[src/rtl/uio_arb_pkg.sv]
`default_nettype none
// +--------------------------------------------------------------------------+
// | uio_arb_pkg - shared types/constants for the uio pad-bank arbiter  rev 1.0|
// +--------------------------------------------------------------------------+
package uio_arb_pkg;

  typedef enum logic [1:0] {
    IDLE = 2'd0,
    TURN = 2'd1,
    XFER = 2'd2,
    DONE = 2'd3
  } state_t;

  localparam logic       DIR_READ  = 1'b0;
  localparam logic       DIR_WRITE = 1'b1;
  localparam logic [7:0] OE_IN     = 8'h00;
  localparam logic [7:0] OE_OUT    = 8'hFF;

endpackage
`default_nettype wire

[src/rtl/uio_rr_picker.sv]
`default_nettype none
// +--------------------------------------------------------------------------+
// | uio_rr_picker - one-hot request picker; UIO_ARB_FIXED_PRIO_EN = fixed prio|
// +--------------------------------------------------------------------------+
module uio_rr_picker #(
  parameter int N_REQ = 4,
  parameter int IDX_W = 2
) (
  input  logic [N_REQ-1:0] req_i,
  input  logic [IDX_W-1:0] ptr_i,
  output logic [N_REQ-1:0] win_o,
  output logic             valid_o
);

`ifdef UIO_ARB_FIXED_PRIO_EN
  logic unused_ptr;
  logic found;
  assign unused_ptr = ^ptr_i;

  always_comb begin
    win_o = '0;
    found = 1'b0;
    for (int k = 0; k < N_REQ; k++) begin
      if (!found && req_i[k]) begin
        win_o[k] = 1'b1;
        found    = 1'b1;
      end
    end
  end
`else
  logic [IDX_W:0] pos;
  logic           found;

  // Scan from the pointer upwards, wrapping modulo N_REQ.
  always_comb begin
    win_o = '0;
    found = 1'b0;
    pos   = '0;
    for (int k = 0; k < N_REQ; k++) begin
      pos = {1'b0, ptr_i} + (IDX_W+1)'(k);
      if (pos >= (IDX_W+1)'(N_REQ)) pos = pos - (IDX_W+1)'(N_REQ);
      if (!found && req_i[pos[IDX_W-1:0]]) begin
        win_o[pos[IDX_W-1:0]] = 1'b1;
        found                 = 1'b1;
      end
    end
  end
`endif

  assign valid_o = found;

endmodule
`default_nettype wire

[src/rtl/uio_bus_arbiter.sv]
`default_nettype none
// +--------------------------------------------------------------------------+
// | uio_bus_arbiter - shares uio pads among N_REQ requesters with turnaround. |
// | UIO_ARB_FIXED_PRIO_EN selects fixed priority instead of round-robin. r1.0 |
// +--------------------------------------------------------------------------+
module uio_bus_arbiter
  import uio_arb_pkg::*;
#(
  parameter int N_REQ       = 4,
  parameter int HOLD_CYCLES = 2,
  parameter int TURN_CYCLES = 1
) (
  input  logic               clk,
  input  logic               rst_n,
  input  logic               ena,
  input  logic [N_REQ-1:0]   req,
  input  logic [N_REQ-1:0]   dir,
  input  logic [8*N_REQ-1:0] wdata,
  output logic [N_REQ-1:0]   gnt,
  output logic [N_REQ-1:0]   done,
  output logic [7:0]         rdata,
  output logic               busy,
  input  logic [7:0]         uio_in,
  output logic [7:0]         uio_out,
  output logic [7:0]         uio_oe
);

  localparam int IDX_W   = (N_REQ > 1) ? $clog2(N_REQ) : 1;
  localparam int CNT_MAX = (HOLD_CYCLES > TURN_CYCLES) ? HOLD_CYCLES : TURN_CYCLES;
  localparam int CNT_W   = $clog2(CNT_MAX + 1);

  state_t             state_q;
  logic [N_REQ-1:0]   gnt_q;
  logic [N_REQ-1:0]   done_q;
  logic [7:0]         rdata_q;
  logic               busy_q;
  logic [7:0]         uio_out_q;
  logic [7:0]         uio_oe_q;
  logic [IDX_W-1:0]   idx_q;
  logic               dir_q;
  logic [7:0]         wdata_q;
  logic               last_dir_q;
  logic [CNT_W-1:0]   cnt_q;
  logic [IDX_W-1:0]   ptr;

  logic [N_REQ-1:0]   pick_win;
  logic               pick_valid;
  logic [IDX_W-1:0]   pick_idx;
  logic               pick_dir;
  logic [7:0]         pick_wdata;

`ifdef UIO_ARB_FIXED_PRIO_EN
  assign ptr = '0;
`else
  logic [IDX_W-1:0]   ptr_q;
  assign ptr = ptr_q;
`endif

  uio_rr_picker #(
    .N_REQ (N_REQ),
    .IDX_W (IDX_W)
  ) u_picker (
    .req_i   (req),
    .ptr_i   (ptr),
    .win_o   (pick_win),
    .valid_o (pick_valid)
  );

  always_comb begin
    pick_idx   = '0;
    pick_dir   = DIR_READ;
    pick_wdata = '0;
    for (int i = 0; i < N_REQ; i++) begin
      if (pick_win[i]) begin
        pick_idx   = IDX_W'(i);
        pick_dir   = dir[i];
        pick_wdata = wdata[8*i +: 8];
      end
    end
  end

  // Pad outputs are registered alongside the state, so each transition loads
  // the values the destination state presents.
  always_ff @(posedge clk or negedge rst_n) begin
    if (!rst_n) begin
      state_q    <= IDLE;
      gnt_q      <= '0;
      done_q     <= '0;
      rdata_q    <= '0;
      busy_q     <= 1'b0;
      uio_out_q  <= '0;
      uio_oe_q   <= OE_IN;
      idx_q      <= '0;
      dir_q      <= DIR_READ;
      wdata_q    <= '0;
      last_dir_q <= DIR_READ;
      cnt_q      <= '0;
`ifndef UIO_ARB_FIXED_PRIO_EN
      ptr_q      <= '0;
`endif
    end else begin
      done_q <= '0;
      case (state_q)
        IDLE: begin
          if (ena && pick_valid) begin
            idx_q   <= pick_idx;
            dir_q   <= pick_dir;
            wdata_q <= pick_wdata;
            gnt_q   <= pick_win;
            busy_q  <= 1'b1;
            if (pick_dir != last_dir_q) begin
              state_q   <= TURN;
              cnt_q     <= CNT_W'(TURN_CYCLES - 1);
              uio_oe_q  <= OE_IN;
              uio_out_q <= '0;
            end else begin
              state_q   <= XFER;
              cnt_q     <= CNT_W'(HOLD_CYCLES - 1);
              uio_oe_q  <= (pick_dir == DIR_WRITE) ? OE_OUT : OE_IN;
              uio_out_q <= (pick_dir == DIR_WRITE) ? pick_wdata : 8'h00;
            end
          end
        end
        TURN: begin
          if (cnt_q == '0) begin
            last_dir_q <= dir_q;
            state_q    <= XFER;
            cnt_q      <= CNT_W'(HOLD_CYCLES - 1);
            uio_oe_q   <= (dir_q == DIR_WRITE) ? OE_OUT : OE_IN;
            uio_out_q  <= (dir_q == DIR_WRITE) ? wdata_q : 8'h00;
          end else begin
            cnt_q <= cnt_q - CNT_W'(1);
          end
        end
        XFER: begin
          if (cnt_q == '0) begin
            if (dir_q == DIR_READ) rdata_q <= uio_in;
            state_q       <= DONE;
            gnt_q         <= '0;
            done_q[idx_q] <= 1'b1;
          end else begin
            cnt_q <= cnt_q - CNT_W'(1);
          end
        end
        DONE: begin
          state_q <= IDLE;
          busy_q  <= 1'b0;
`ifndef UIO_ARB_FIXED_PRIO_EN
          ptr_q   <= (idx_q == IDX_W'(N_REQ - 1)) ? '0 : idx_q + IDX_W'(1);
`endif
        end
        default: state_q <= IDLE;
      endcase
    end
  end

  assign gnt     = gnt_q;
  assign done    = done_q;
  assign rdata   = rdata_q;
  assign busy    = busy_q;
  assign uio_out = uio_out_q;
  assign uio_oe  = uio_oe_q;

endmodule
`default_nettype wire

[config.mk]
export PLATFORM = sky130hd
export DESIGN_NAME = uio_bus_arbiter
export DESIGN_NICKNAME = d
export VERILOG_FILES = /design/src/rtl/uio_arb_pkg.sv /design/src/rtl/uio_rr_picker.sv /design/src/rtl/uio_bus_arbiter.sv
export SDC_FILE = /design/constraint.sdc
export NUM_CORES = 1
export LEC_CHECK = 0
export CAP_MARGIN = 10
export CORE_MARGIN = 8
export CORE_UTILIZATION = 45
export CTS_CLUSTER_SIZE = 30
export DETAILED_ROUTE_END_ITERATION = 6
export GPL_ROUTABILITY_DRIVEN = 0
export PLACE_DENSITY_LB_ADDON = 0.2
export REMOVE_ABC_BUFFERS = 1
export SYNTH_ARGS = -nofsm -noshare
export SYNTH_HDL_FRONTEND = slang
export SYNTH_SLANG_ARGS = --single-unit
[constraint.sdc]
create_clock -name clk -period 5 [get_ports clk]
set_input_delay 1.5 -clock clk [delete_from_list [all_inputs] [get_ports clk]]
set_output_delay 1.5 -clock clk [all_outputs]
set_load 0.02 [all_outputs]
### Word-level counts from Yosys, hierarchy flattened

Index checks and enable logic that the tools add are counted.

* register bits: 51
* input bits: 51
* output and inout port bits: 33
* word-level logic and storage cells: 146

* $add $sub $neg: 9
* order comparisons: 14
* eq/ne operators: 9
* muxes and demuxes: 71
* bitwise gates (word level): 4
* reductions and logical operators: 26

Operator list (number)
* $mux 8: 14
* $mux 4: 8
* $pmux 8 s2: 2
* $mux 2: 14
* $mux 1: 20
* $lt 2x3->1 const B: 5
* $reduce_and 3->1: 5
* $or 4x4->4: 3
* $demux 1 s2: 5
* $ge 2x1->1 const B: 5
* $sub 2x1->2 const B: 5
* $ge 3x3->1 const B: 3
* $logic_and 1x1->1: 9
* $bmux 1 s2: 4
* $ne 2x2->1 const B: 4
* $pmux 2 s4: 1
* $pmux 4 s2: 1
* $add 2x2->3 const B: 2
* $eq 2x2->1 const B: 3
* $pmux 2 s3: 1
* $reduce_and 2->1: 3
* $reduce_bool 2->1: 3
* $logic_not 2->1: 2
* $add 2x1->3 const B: 1
* other kinds (8): 10

### Depth between registers and ports, before layout

Gate-level depths: netlist (run 1).

* depth after elaboration: 22
* gate-level depth with buffers: 16
* gate-level depth less buffers: 13

### Cells and area by module

From an unflattened synthesis (run 1), not the netlist that was laid out.

* cells, all modules: 300
* area total of the unflattened synthesis: 2851.5 um2

By module, submodules not included
* uio_bus_arbiter: instances 1, cells each 238, area each 2343.5 um2, sequential area each 1101.1 um2
* uio_rr_picker: instances 1, cells each 62, area each 508.0 um2, sequential area each 0.0 um2

### Least setup slack after synthesis (run 1)

No wires, ideal clock.

* kind: input to register
* start: input req[2]
* end: register uio_out_q[0], in the netlist uio_out[0]
* setup time: 89 ps
* arrival time: 4719 ps
* data required time: 4911 ps
* path slack: 192 ps
* stages: 13
* path buffers: 2
* cells stage by stage: buf_2 > mux4_2 > a221o_1 > o211a_1 > a221o_1 > buf_6 > a311o_1 > a22o_1 > ha_1 > nor3_1 > and3_1 > a31oi_4 > o221ai_2

* word-level cells in the longest chain between the ends: 20
* elaborated cells on any way between the ends: 41
* those cells by class: 2 x eq/ne; 28 x mux; 3 x bitwise; 8 x reduce/logical

Ends and longest elaborated chain
* start, declared: line uio_bus_arbiter.sv:16 `input logic [N_REQ-1:0] req,`
* $bmux 1 s2: line uio_rr_picker.sv:42 `if (!found && req_i[pos[IDX_W-1:0]]) begin`
* $mux 1 (implied by the code): line uio_rr_picker.sv:42
* $mux 1: line uio_rr_picker.sv:42
* $logic_not 1->1: line uio_rr_picker.sv:42
* $logic_and 1x1->1: line uio_rr_picker.sv:42
* $mux 1: line uio_rr_picker.sv:42
* $logic_not 1->1: line uio_rr_picker.sv:42
* $logic_and 1x1->1: line uio_rr_picker.sv:42
* [3 not listed]
* $mux 4 *: line uio_rr_picker.sv:42
* $mux 1 (3 in series): line uio_bus_arbiter.sv:74 `if (pick_win[i]) begin`
* $mux 1 *: line uio_bus_arbiter.sv:74
* named net pick_dir: line uio_bus_arbiter.sv:49 `logic pick_dir;`
* $mux 8 or $ne 1x1->1 (tied branches): line uio_bus_arbiter.sv:120, uio_bus_arbiter.sv:111
* $mux 8 *: line uio_bus_arbiter.sv:111 `if (pick_dir != last_dir_q) begin`
* $mux 8 *: line uio_bus_arbiter.sv:105 `if (ena && pick_valid) begin`
* $pmux 8 s2 *: line uio_bus_arbiter.sv:103 `case (state_q)`
* end signal, assigned: line uio_bus_arbiter.sv:120 `uio_out_q <= (pick_dir == DIR_WRITE) ? pick_wdata : 8'h00;`
* end signal, assigned: line uio_bus_arbiter.sv:130 `uio_out_q <= (dir_q == DIR_WRITE) ? wdata_q : 8'h00;`
* end, declared: line uio_bus_arbiter.sv:37 `logic [7:0] uio_out_q;`

Mark *: on every way through the listed nets, which the timed path passes. The rest lies on a longest branch. The select of a mux whose other input is x is not followed.
A chain may end at the register's enable or synchronous reset.

### Worst setup path in the final report (run 1)

* start: input req[2]
* end: register uio_out_q[2], in the netlist uio_out[2]

Same word-level chain as after synthesis.

==> results of run 1 <==
report_power, final:
group	internal, W	leakage [nW]	total (W)	switching (W)
logic	0.000753	1.10	0.00167	0.000916
registers	0.000515	0.558	0.000621	0.000106
clock network	0.000163	0.0614	0.000291	0.000128
total	0.00143	1.72	0.00258	0.00115
kinds of logic (layout without fill, tap and decap cells):
logic type | count (synthesis) | count (layout) | share of synthesized area, %
AO/OA/AOI/OAI | 79 | 79 | 21.7
flip-flops | 44 | 44 | 38.1
buffers and inverters | 48 | 131 | 7.83
adder cells (fa/ha/maj) | 19 | 19 | 8.22
AND/OR/NAND/NOR | 94 | 94 | 15.0
multiplexers | 21 | 21 | 9.17
path summary, 6_finish.rpt:
kind | start | endpoint | slack [ps]
setup / recovery | req[2] | uio_out[2]$_DFFE_PN0P_ | 180
hold / removal | uio_out[4]$_DFFE_PN0P_ | uio_out[4]$_DFFE_PN0P_ | 490
setup reg to reg | ptr[1]$_DFFE_PN0P_ | uio_out[2]$_DFFE_PN0P_ | 790
hold reg to reg | uio_out[4]$_DFFE_PN0P_ | uio_out[4]$_DFFE_PN0P_ | 490
max in group asynchronous | rst_n | done[0]$_DFF_PN0_ | 3040
min in group asynchronous | rst_n | wdata_q[1]$_DFFE_PN0P_ | 1350
flip-flops by register name (all words and copies together), names as in the netlist:
signal,count
busy,1
cnt_q,2
dir_q,1
done,4
gnt,4
idx_q,2
last_dir_q,1
ptr,2
rdata,8
state_q,2
uio_oe,1
uio_out,8
wdata_q,8
tightest hold or removal path, delay by kind of cell, from the launching register on:
kind | cells | cell delay [ps]
flops | 1 | 350
compound gates | 1 | 50
simple gates | 1 | 60
through the flow:
stage                     instance area (sq um)  std cells  hold slack, ps
after floorplan                            2760        281             455
after global placement                     3800        457             470
after detailed placement                   3800        457             478
after CTS                                  3920        465             499
after global routing                       3920        465             516
final                                      3920        465             492
cell type report:
| cell class | count | area [sq um] | area share, % |
|---|---|---|---|
| Multi-Input combinational cell | 213 | 1570 | 39.9 |
| Clock inverter | 2 | 38.8 | 0.989 |
| Clock buffer | 6 | 82.6 | 2.11 |
| Timing Repair Buffer | 99 | 946 | 24.1 |
| Sequential cell | 44 | 1100 | 28.1 |
| Tap cell | 77 | 96.3 | 2.46 |
| Inverter | 24 | 90.1 | 2.30 |
layer usage:
metal  track usage [%]  part of all wire, %  up-vias
met4              6.79                  1.7        0
li1                  -                    -     1245
met2              29.5                   48       81
met3              4.37                  8.7        9
met1              21.7                   41     1231
met5                 0                    0        -
cells in the mapped netlist (3+ instances only):
cell / n / area share, %
nand3_1: 9 / 1.6
and3_1: 5 / 1.1
buf_4: 7 / 1.8
mux2i_1: 4 / 1.4
nor3_1: 3 / 0.52
mux2_2: 14 / 5.4
buf_2: 4 / 0.69
and2_1: 4 / 0.86
nor2b_1: 4 / 0.86
nand3b_1: 3 / 0.78
nand2_1: 43 / 5.6
nor2_1: 17 / 2.2
dfrtp_1: 44 / 38
mux4_2: 3 / 2.3
o21ai_1: 10 / 1.7
clkbuf_1: 10 / 1.3
o21ai_0: 16 / 2.8
a211oi_1: 8 / 2.1
a21oi_1: 8 / 1.4
inv_1: 24 / 3.1
ha_1: 19 / 8.2
o221ai_2: 8 / 4.2
a221o_1: 12 / 4.2
a22oi_1: 4 / 1.0
==> results.json, run 1 <==
{
  "cts_root_buffer": "clkbuf_8",
  "finalWorstSetupSlack_ps": 180,
  "rsz0062_at_grt": "no",
  "r2r_cells": 13,
  "utilization_pct": 62.4,
  "yosysWarnings": 0,
  "finalSetupTns_ps": 0,
  "cts_resized": 0,
  "leakage_nw": 1.72,
  "crit_required_ps": 5230,
  "cap_violations": 0,
  "cts_buffer_depth": 2,
  "grt_pass1_wl_um": 12800,
  "crit_fanout": 8,
  "start_util_pct": 46.1,
  "tightest_slew_ps": 977,
  "syn_area_sq_um": 2890,
  "hold_viol": 0,
  "drive_gt1_share_pct": 13.7,
  "worstHoldPathType": "register to register",
  "syn2layout_area_growth_pct": 35.5,
  "ant_nets": 0,
  "crit_slowest_cell": "mux4_2",
  "synth_edf_count": 0,
  "crit_path_end_kind": "register",
  "synthArstFlopShare_pct": 100,
  "cp.depth": 12,
  "cts_buffers": 5,
  "place_ws_ps": -120,
  "drt-vias-per-instance": 5.52,
  "first_pass_iters": 4,
  "crit_type": "primary input to register",
  "diodes": 0,
  "coreArea_sq_um": 6280,
  "fmax_mhz": 207,
  "grt_pass1_vias": 2577,
  "die_h_um": 96.2,
  "hold_depth": 2,
  "cts_tree": "done",
  "drt-total-wl_um": 7840,
  "worstSkewPairLatency_ps": 300,
  "layout_common_cells": "82 x clkdlybuf4s50_1, 44 x dfrtp_1, 43 x nand2_1",
  "dp_hpwl_um": 5950,
  "postCtsSetupBuffers": 0,
  "relSlewSlack_pct": 34.8,
  "cts_sinks": 44,
  "portBuffers": 83,
  "drc_errors": 0,
  "synth_flop_cell": "dfrtp_1",
  "ctsHoldBuffers": 0,
  "run_status": "finished clean",
  "ys_types": 41,
  "fillCellCount": 534,
  "crit_path_start_kind": "primary input",
  "finalCritPeriodShare_pct": 96.4,
  "layout.nets": 457,
  "timing.critical_path.buf_inv": 1,
  "post-route-min-period_ps": 4820,
  "layout_commonest_cell": "clkdlybuf4s50_1",
  "rows": 29,
  "power_w": 0.00258,
  "synth_seq_cells": 44,
  "clk_pin_slew_worst_paths_ps": 90,
  "vias": 2566,
  "dieArea_sq_um": 9250,
  "grt_usage_pct": 17.8,
  "cp.arrival_ps": 5050,
  "die_w_um": 96.2,
  "skew_ps": 7.24,
  "num_io_pins": 84,
  "synth_cells": 305,
  "crit_top_cell": "a221o_1",
  "gr-total-overflow": 0,
  "peakVddDrop_uv": 329,
  "setup_viol": 0,
  "crit_chain": "clkdlybuf4s50_1, mux4_2, a221o_1, o211a_1, a221o_1, a311o_1, a22o_1, ha_1, nor3_1, and3_1, a31oi_4, o221ai_2",
  "drv_slew": 0,
  "drtIter0Drc": 118,
  "worst_path_largest_cell_delay_ps": 530,
  "ys_seq_area_share_pct": 38.1,
  "avgRoutedWirePerCell_um": 16.9,
  "antenna_found_initial": 0,
  "grt_max_degree": 45,
  "p_per_area_nw_per_um2": 659,
  "htreeDepth": 2,
  "synth.avg_cell_area_sq_um": 9.48,
  "critical-path-top-delay-family": "compound AO/OA/AOI/OAI gates"
}
No activity file was read; power rests on OpenSTA's default activity.
==> run 2: changes to the inputs <==
--- a/config.mk
+++ b/config.mk
@@ -8,11 +8,11 @@
 export CAP_MARGIN = 10
 export CORE_MARGIN = 8
 export CORE_UTILIZATION = 45
-export CTS_CLUSTER_SIZE = 30
 export DETAILED_ROUTE_END_ITERATION = 6
 export GPL_ROUTABILITY_DRIVEN = 0
 export PLACE_DENSITY_LB_ADDON = 0.2
 export REMOVE_ABC_BUFFERS = 1
+export SKIP_LAST_GASP = 1
 export SYNTH_ARGS = -nofsm -noshare
 export SYNTH_HDL_FRONTEND = slang
 export SYNTH_SLANG_ARGS = --single-unit
==> results of run 2 <==
Final layout, timing and power as in run 1 (identical DEF).
